`config.mk`:
```
export PLATFORM = sky130hd
export DESIGN_NAME = fp_sqrt_scheduler
export DESIGN_NICKNAME = d
export VERILOG_FILES = /design/src/rtl/fp_sqrt_scheduler.sv
export SDC_FILE = /design/constraint.sdc
export NUM_CORES = 1
export LEC_CHECK = 0
export ABC_AREA = 1
export BUFFER_PORTS_ARGS = -buffer_cell sky130_fd_sc_hd__buf_2
export CORE_AREA = 2 2 180 182
export DETAILED_ROUTE_END_ITERATION = 8
export DIE_AREA = 0 0 182 184
export GPL_TIMING_DRIVEN = 0
export MAX_ROUTING_LAYER = met4
export SYNTH_ARGS = -nofsm -noshare
export SYNTH_HDL_FRONTEND = slang
export SYNTH_SLANG_ARGS = --single-unit
```
`constraint.sdc`:
```
create_clock -name clk_i -period 8.4 [get_ports clk_i]
set_clock_uncertainty 0.15 [all_clocks]
set_input_delay 0.84 -clock clk_i [delete_from_list [all_inputs] [get_ports clk_i]]
set_output_delay 0.84 -clock clk_i [all_outputs]
set_load 0.005 [all_outputs]
```
`src/rtl/fp_sqrt_scheduler.sv`:
```
// rtl/fp_sqrt_scheduler.sv - round-robin scheduler for a shared multi-cycle FP square-root unit
module fp_sqrt_scheduler #(
  parameter int NUM_REQ    = 4,
  parameter int EXP_WIDTH  = 11,
  parameter int FRAC_WIDTH = 52,
  parameter int TIMEOUT    = 64
) (
  input  logic                            clk_i,
  input  logic                            reset_i,
  input  logic [NUM_REQ-1:0]              req_valid_i,
  output logic [NUM_REQ-1:0]              req_ready_o,
  input  logic [NUM_REQ-1:0]              req_sign_i,
  input  logic [NUM_REQ*EXP_WIDTH-1:0]    req_exp_i,
  input  logic [NUM_REQ*FRAC_WIDTH-1:0]   req_frac_i,
  output logic                            resp_valid_o,
  input  logic                            resp_ready_i,
  output logic [$clog2(NUM_REQ)-1:0]      resp_id_o,
  output logic                            resp_sign_o,
  output logic [EXP_WIDTH-1:0]            resp_exp_o,
  output logic [FRAC_WIDTH-1:0]           resp_frac_o,
  output logic                            resp_flag_inv_o,
  output logic                            resp_flag_err_o,
  output logic                            u_start_o,
  output logic                            u_sign_o,
  output logic [EXP_WIDTH-1:0]            u_exp_o,
  output logic [FRAC_WIDTH-1:0]           u_frac_o,
  input  logic                            u_done_i,
  input  logic [EXP_WIDTH-1:0]            u_res_exp_i,
  input  logic [FRAC_WIDTH-1:0]           u_res_frac_i,
  output logic                            u_abort_o
);

  localparam int ID_W = $clog2(NUM_REQ);
  localparam int TW   = $clog2(TIMEOUT + 1);
  localparam logic [EXP_WIDTH-1:0]  EXP_ONES  = {EXP_WIDTH{1'b1}};
  localparam logic [FRAC_WIDTH-1:0] QNAN_FRAC = {1'b1, {(FRAC_WIDTH-1){1'b0}}};

  typedef enum logic [2:0] {
    S_IDLE     = 3'd0,
    S_CLASSIFY = 3'd1,
    S_ISSUE    = 3'd2,
    S_WAIT     = 3'd3,
    S_RESP     = 3'd4
  } state_t;

  state_t                state_q, state_d;
  logic [ID_W-1:0]       rr_ptr_q, rr_ptr_d;
  logic [TW-1:0]         timer_q, timer_d;
  logic [ID_W-1:0]       id_q, id_d;
  logic                  op_sign_q, op_sign_d;
  logic [EXP_WIDTH-1:0]  op_exp_q, op_exp_d;
  logic [FRAC_WIDTH-1:0] op_frac_q, op_frac_d;
  logic                  res_sign_q, res_sign_d;
  logic [EXP_WIDTH-1:0]  res_exp_q, res_exp_d;
  logic [FRAC_WIDTH-1:0] res_frac_q, res_frac_d;
  logic                  inv_q, inv_d;
  logic                  err_q, err_d;

  logic                  gnt_found;
  logic [ID_W-1:0]       gnt_id;
  logic [ID_W-1:0]       cand;
  logic                  unit_busy;

  // Round-robin search: first valid requester at or after rr_ptr, wrapping.
  always_comb begin
    gnt_found = 1'b0;
    gnt_id    = '0;
    cand      = '0;
    for (int i = 0; i < NUM_REQ; i++) begin
      cand = ID_W'((int'(rr_ptr_q) + i) % NUM_REQ);
      if (!gnt_found && req_valid_i[cand]) begin
        gnt_found = 1'b1;
        gnt_id    = cand;
      end
    end
  end

  // Next-state, datapath updates and handshake outputs for the operation FSM.
  always_comb begin
    state_d     = state_q;
    rr_ptr_d    = rr_ptr_q;
    timer_d     = timer_q;
    id_d        = id_q;
    op_sign_d   = op_sign_q;
    op_exp_d    = op_exp_q;
    op_frac_d   = op_frac_q;
    res_sign_d  = res_sign_q;
    res_exp_d   = res_exp_q;
    res_frac_d  = res_frac_q;
    inv_d       = inv_q;
    err_d       = err_q;
    req_ready_o = '0;
    u_start_o   = 1'b0;
    u_abort_o   = 1'b0;
    resp_valid_o = 1'b0;
    case (state_q)
      S_IDLE: begin
        if (gnt_found) begin
          req_ready_o[gnt_id] = 1'b1;
          id_d      = gnt_id;
          op_sign_d = req_sign_i[gnt_id];
          op_exp_d  = req_exp_i[int'(gnt_id)*EXP_WIDTH +: EXP_WIDTH];
          op_frac_d = req_frac_i[int'(gnt_id)*FRAC_WIDTH +: FRAC_WIDTH];
          state_d   = S_CLASSIFY;
        end
      end
      S_CLASSIFY: begin
        state_d = S_RESP;
        if (op_exp_q == '0) begin
          // zeros and denormals (flushed) keep their sign
          res_sign_d = op_sign_q;
          res_exp_d  = '0;
          res_frac_d = '0;
        end else if (op_exp_q == EXP_ONES && op_frac_q != '0) begin
          res_sign_d = 1'b0;
          res_exp_d  = EXP_ONES;
          res_frac_d = QNAN_FRAC;
          inv_d      = 1'b1;
        end else if (op_sign_q) begin
          res_sign_d = 1'b0;
          res_exp_d  = EXP_ONES;
          res_frac_d = QNAN_FRAC;
          inv_d      = 1'b1;
        end else if (op_exp_q == EXP_ONES) begin
          res_sign_d = 1'b0;
          res_exp_d  = EXP_ONES;
          res_frac_d = '0;
        end else begin
          state_d = S_ISSUE;
        end
      end
      S_ISSUE: begin
        u_start_o = 1'b1;
        timer_d   = '0;
        state_d   = S_WAIT;
      end
      S_WAIT: begin
        timer_d = timer_q + 1'b1;
        // a done arriving on the timeout cycle still counts as a good result
        if (u_done_i) begin
          res_sign_d = 1'b0;
          res_exp_d  = u_res_exp_i;
          res_frac_d = u_res_frac_i;
          state_d    = S_RESP;
        end else if (timer_q == TW'(TIMEOUT - 1)) begin
          u_abort_o  = 1'b1;
          res_sign_d = 1'b0;
          res_exp_d  = EXP_ONES;
          res_frac_d = QNAN_FRAC;
          err_d      = 1'b1;
          state_d    = S_RESP;
        end
      end
      S_RESP: begin
        resp_valid_o = 1'b1;
        if (resp_ready_i) begin
          rr_ptr_d = (id_q == ID_W'(NUM_REQ - 1)) ? '0 : id_q + 1'b1;
          inv_d    = 1'b0;
          err_d    = 1'b0;
          state_d  = S_IDLE;
        end
      end
      default: state_d = S_IDLE;
    endcase
  end

  // State and datapath registers; reset drops any in-flight operation.
  always_ff @(posedge clk_i or posedge reset_i) begin
    if (reset_i) begin
      state_q    <= S_IDLE;
      rr_ptr_q   <= '0;
      timer_q    <= '0;
      id_q       <= '0;
      op_sign_q  <= 1'b0;
      op_exp_q   <= '0;
      op_frac_q  <= '0;
      res_sign_q <= 1'b0;
      res_exp_q  <= '0;
      res_frac_q <= '0;
      inv_q      <= 1'b0;
      err_q      <= 1'b0;
    end else begin
      state_q    <= state_d;
      rr_ptr_q   <= rr_ptr_d;
      timer_q    <= timer_d;
      id_q       <= id_d;
      op_sign_q  <= op_sign_d;
      op_exp_q   <= op_exp_d;
      op_frac_q  <= op_frac_d;
      res_sign_q <= res_sign_d;
      res_exp_q  <= res_exp_d;
      res_frac_q <= res_frac_d;
      inv_q      <= inv_d;
      err_q      <= err_d;
    end
  end

  assign unit_busy = (state_q == S_ISSUE) || (state_q == S_WAIT);
  assign u_sign_o  = unit_busy & op_sign_q;
  assign u_exp_o   = unit_busy ? op_exp_q  : '0;
  assign u_frac_o  = unit_busy ? op_frac_q : '0;

  assign resp_id_o       = id_q;
  assign resp_sign_o     = res_sign_q;
  assign resp_exp_o      = res_exp_q;
  assign resp_frac_o     = res_frac_q;
  assign resp_flag_inv_o = inv_q;
  assign resp_flag_err_o = err_q;

endmodule
```
==> results.yml <==
run_status:
  status: "finished, final reports clean"
die:
  core_um2: 31390
  start_util: 0.2989
  io-pin-count: 466
  die_area_um2: 33490
  fp-row-count: 65
  die_y_um: 184
  die_w_um: 182
timing:
  maxSlewHeadroom: 0.5367
  max_freq_ghz: 0.2563
  setup_viol: 0
  min_period_ns: 3.902
  fin_crit_sh: 0.4645
  tightest_slew_ns: 0.6949
  hold_viol: 0
  fin_ws_ns: 4.498
  finalSetupTns_ns: 0
  rsz0062_at_grt: "no"
  drv_slew: 0
synthesis:
  synth_edf_count: 0
  synth.avg_cell_area_um2: 6.190
  synth-compound-area-share: 0.02320
  yosys.area_share.simple: 0.4941
  yosysTopAreaCellShare: 0.3840
  synth_flop_cell: "dfrtp_1"
  synthXorXnorAreaFrac: 0
  synth_seq_cells: 144
  muxShareOfSynthArea: 0.001200
  synth_top_family_by_area: "simple AND/OR/NAND/NOR gates"
  ys_warn_count: 0
  synth_area_leaders: "dfrtp_1, nand2_1, nand3_1"
  synthAdderAreaFrac: 0.002667
  seq_area_frac_synth: 0.3840
  synth_largest_area_cell: "dfrtp_1"
  synth_fp_nets: 1845
  ys_types: 31
  yosysMostFrequentCell: "nand2_1"
  ys_top_cells_by_count: "nand2_1, nand3_1, dfrtp_1, inv_1, nor2_1"
  syn_area_um2: 9384
  syn_inst: 1516
  async_flop_share: 1.000
grt:
  met3_usage: 0.05250
  met2_usage: 0.4467
  grt_overflow: 0
  grt_use_total: 0.2546
  grt_first_pass_wirelength_um: 62770
  grt_use_met1: 0.2841
  grt_max_degree: 76
  antenna_found_initial: 7
  grt_pass1_vias: 11250
  busiest_layer: "met2"
place:
  io_buffer_count: 464
  post-place-ws_ns: 4.617
  globalplace.congestion: 0.9363
  dp_hpwl_um: 33940
worst_setup_path:
  start_kind: "register"
  end_kind: "output port"
  crit_arrival_ns: 2.91
  crit_path_max_fanout: 10
  crit_required_ns: 7.41
  crit_type: "reg -> out"
cts:
  clk_latency_ns: 0.44
  cts_tree: "done"
  cts_buffers: 17
  cts_hold_buffers: 0
  cts.repair.resized: 0
  cts_root_buf: "clkbuf_16"
  cts_buffer_depth: 2
  cts.htree.levels: 4
  cts.sinks: 144
  clkTransAtPathRegs_ns: 0.06
  post-cts-setup-buffer-count: 0
detailed_routing:
  drt-pass1-iter-count: 5
  drcViolationCount: 0
  routed_via_density: 4.727
  routed_wl_um: 42200
  vias: 11440
  wl_per_cell_um: 17.44
  drtIter0Drc: 568
  ant_nets: 0
final_layout:
  areaGrowthSynthToFinish_pct: 37.03
  drive_above_1_share: 0.2874
  postLayoutCoreUtil: 0.4096
  fill_cells: 3490
  layout.nets: 2329
  seq_area_um2: 3603
  multiInputGateArea_um2: 4891
power:
  power_frac_comb: 0.683
  power_frac_seq: 0.192
  power.total_mw: 6.362
  p_sw_frac: 0.5429
  p_leak_nw: 7.905
  ir_drop_mv: 0.2537
  pwr_density_cell_nw_per_um2: 494.7
  clkPwrFrac: 0.125
  power.internal_mw: 2.908
  switching_power_mw: 3.454
worst_hold_path:
  hp-class: "reg -> reg"
flow_run:
  cap_violations: 0
## layout by cell type, fill, tap and decap left out, drive strengths merged, types with 10 or more instances in the layout
cell type	count
nand4	12
o21ai	31
clkbuf	53
nand2	817
nor4	10
nand3	202
dfrtp	144
buf	531
inv	91
nor2	87
## area by class of cell
class                      count  share of cell area
clock inverter                11             0.01294
clock buffer                  19             0.03367
buffer                       100             0.04262
multi-input combinational   1181              0.3804
sequential                   144              0.2802
timing repair buffer         465              0.1827
antenna                        7            0.001362
tap                          402             0.03912
inverter                      91             0.02695
## registers in the layout (all words and copies together), names as in the netlist
name	count
op_frac_q	52
resp_frac_o	52
op_exp_q	11
resp_exp_o	11
timer_q	7
state_q	3
resp_id_o	2
rr_ptr_q	2
op_sign_q	1
resp_flag_err_o	1
resp_flag_inv_o	1
resp_sign_o	1
## metal layers
metal  wire [um]  part of all wire
met1       16950              0.40
met3        2690             0.064
met5           0                 0
met4        1335             0.032
met2       21220              0.50
## path summary, 6_finish.rpt
check                                       startpoint                     endpoint  slack, ns  cells after the start
max                             state_q[0]$_DFFE_PP0P_                 u_frac_o[31]       4.50                     11
min                        resp_frac_o[38]$_DFFE_PP0P_  resp_frac_o[38]$_DFFE_PP0P_       0.31                      2
max reg2reg                    op_exp_q[0]$_DFFE_PP0P_   resp_frac_o[0]$_DFFE_PP0P_       5.81                      8
min reg2reg                resp_frac_o[38]$_DFFE_PP0P_  resp_frac_o[38]$_DFFE_PP0P_       0.31                      2
max in group asynchronous                      reset_i       state_q[0]$_DFFE_PP0P_       6.91                      3
min in group asynchronous                      reset_i      op_exp_q[4]$_DFFE_PP0P_       0.37                      2
## critical path, stage by stage (launching register included)
cell and delay (ns):
dfrtp_1 0.39, inv_1 0.06, nor2_1 0.04, inv_1 0.06, nor2_1 0.09, inv_1 0.23
nand2_1 0.16, inv_2 0.19, clkbuf_1 0.54, clkbuf_1 0.43, nor2_1 0.13, buf_2 0.15
## power groups by stage
| stage | Clock (mW) | Combinational (mW) | Sequential (mW) |
|---|---|---|---|
| 2_1_floorplan | 0 | 2.79 | 1.19 |
| 3_3_place_gp | 0 | 4.33 | 1.22 |
| 3_5_place_dp | 0 | 4.35 | 1.23 |
| 4_1_cts | 0.815 | 4.37 | 1.22 |
| 5_1_grt | 0.851 | 4.89 | 1.26 |
| 6_report | 0.797 | 4.34 | 1.22 |
## stage by stage
stage                     cell area, um^2  hold slack, ns  instances
after detailed placement            12240          0.3026       2383
after floorplan                      9384          0.2988       1516
after global routing                12860          0.3364       2420
after CTS                           12840          0.3181       2413
after global placement              12210          0.2982       2382
final                               12860          0.3149       2420
## logic make-up (layout without fill, tap and decap cells)
family	count (synthesis)	after routing
AOI/OAI and AO/OA	40	40
adders and majority gates	2	2
buffers and inverters	191	686
DFF	144	144
muxes	1	1
other	0	7
and+or+nand+nor	1138	1138
Power figures use the tool's default switching activity.
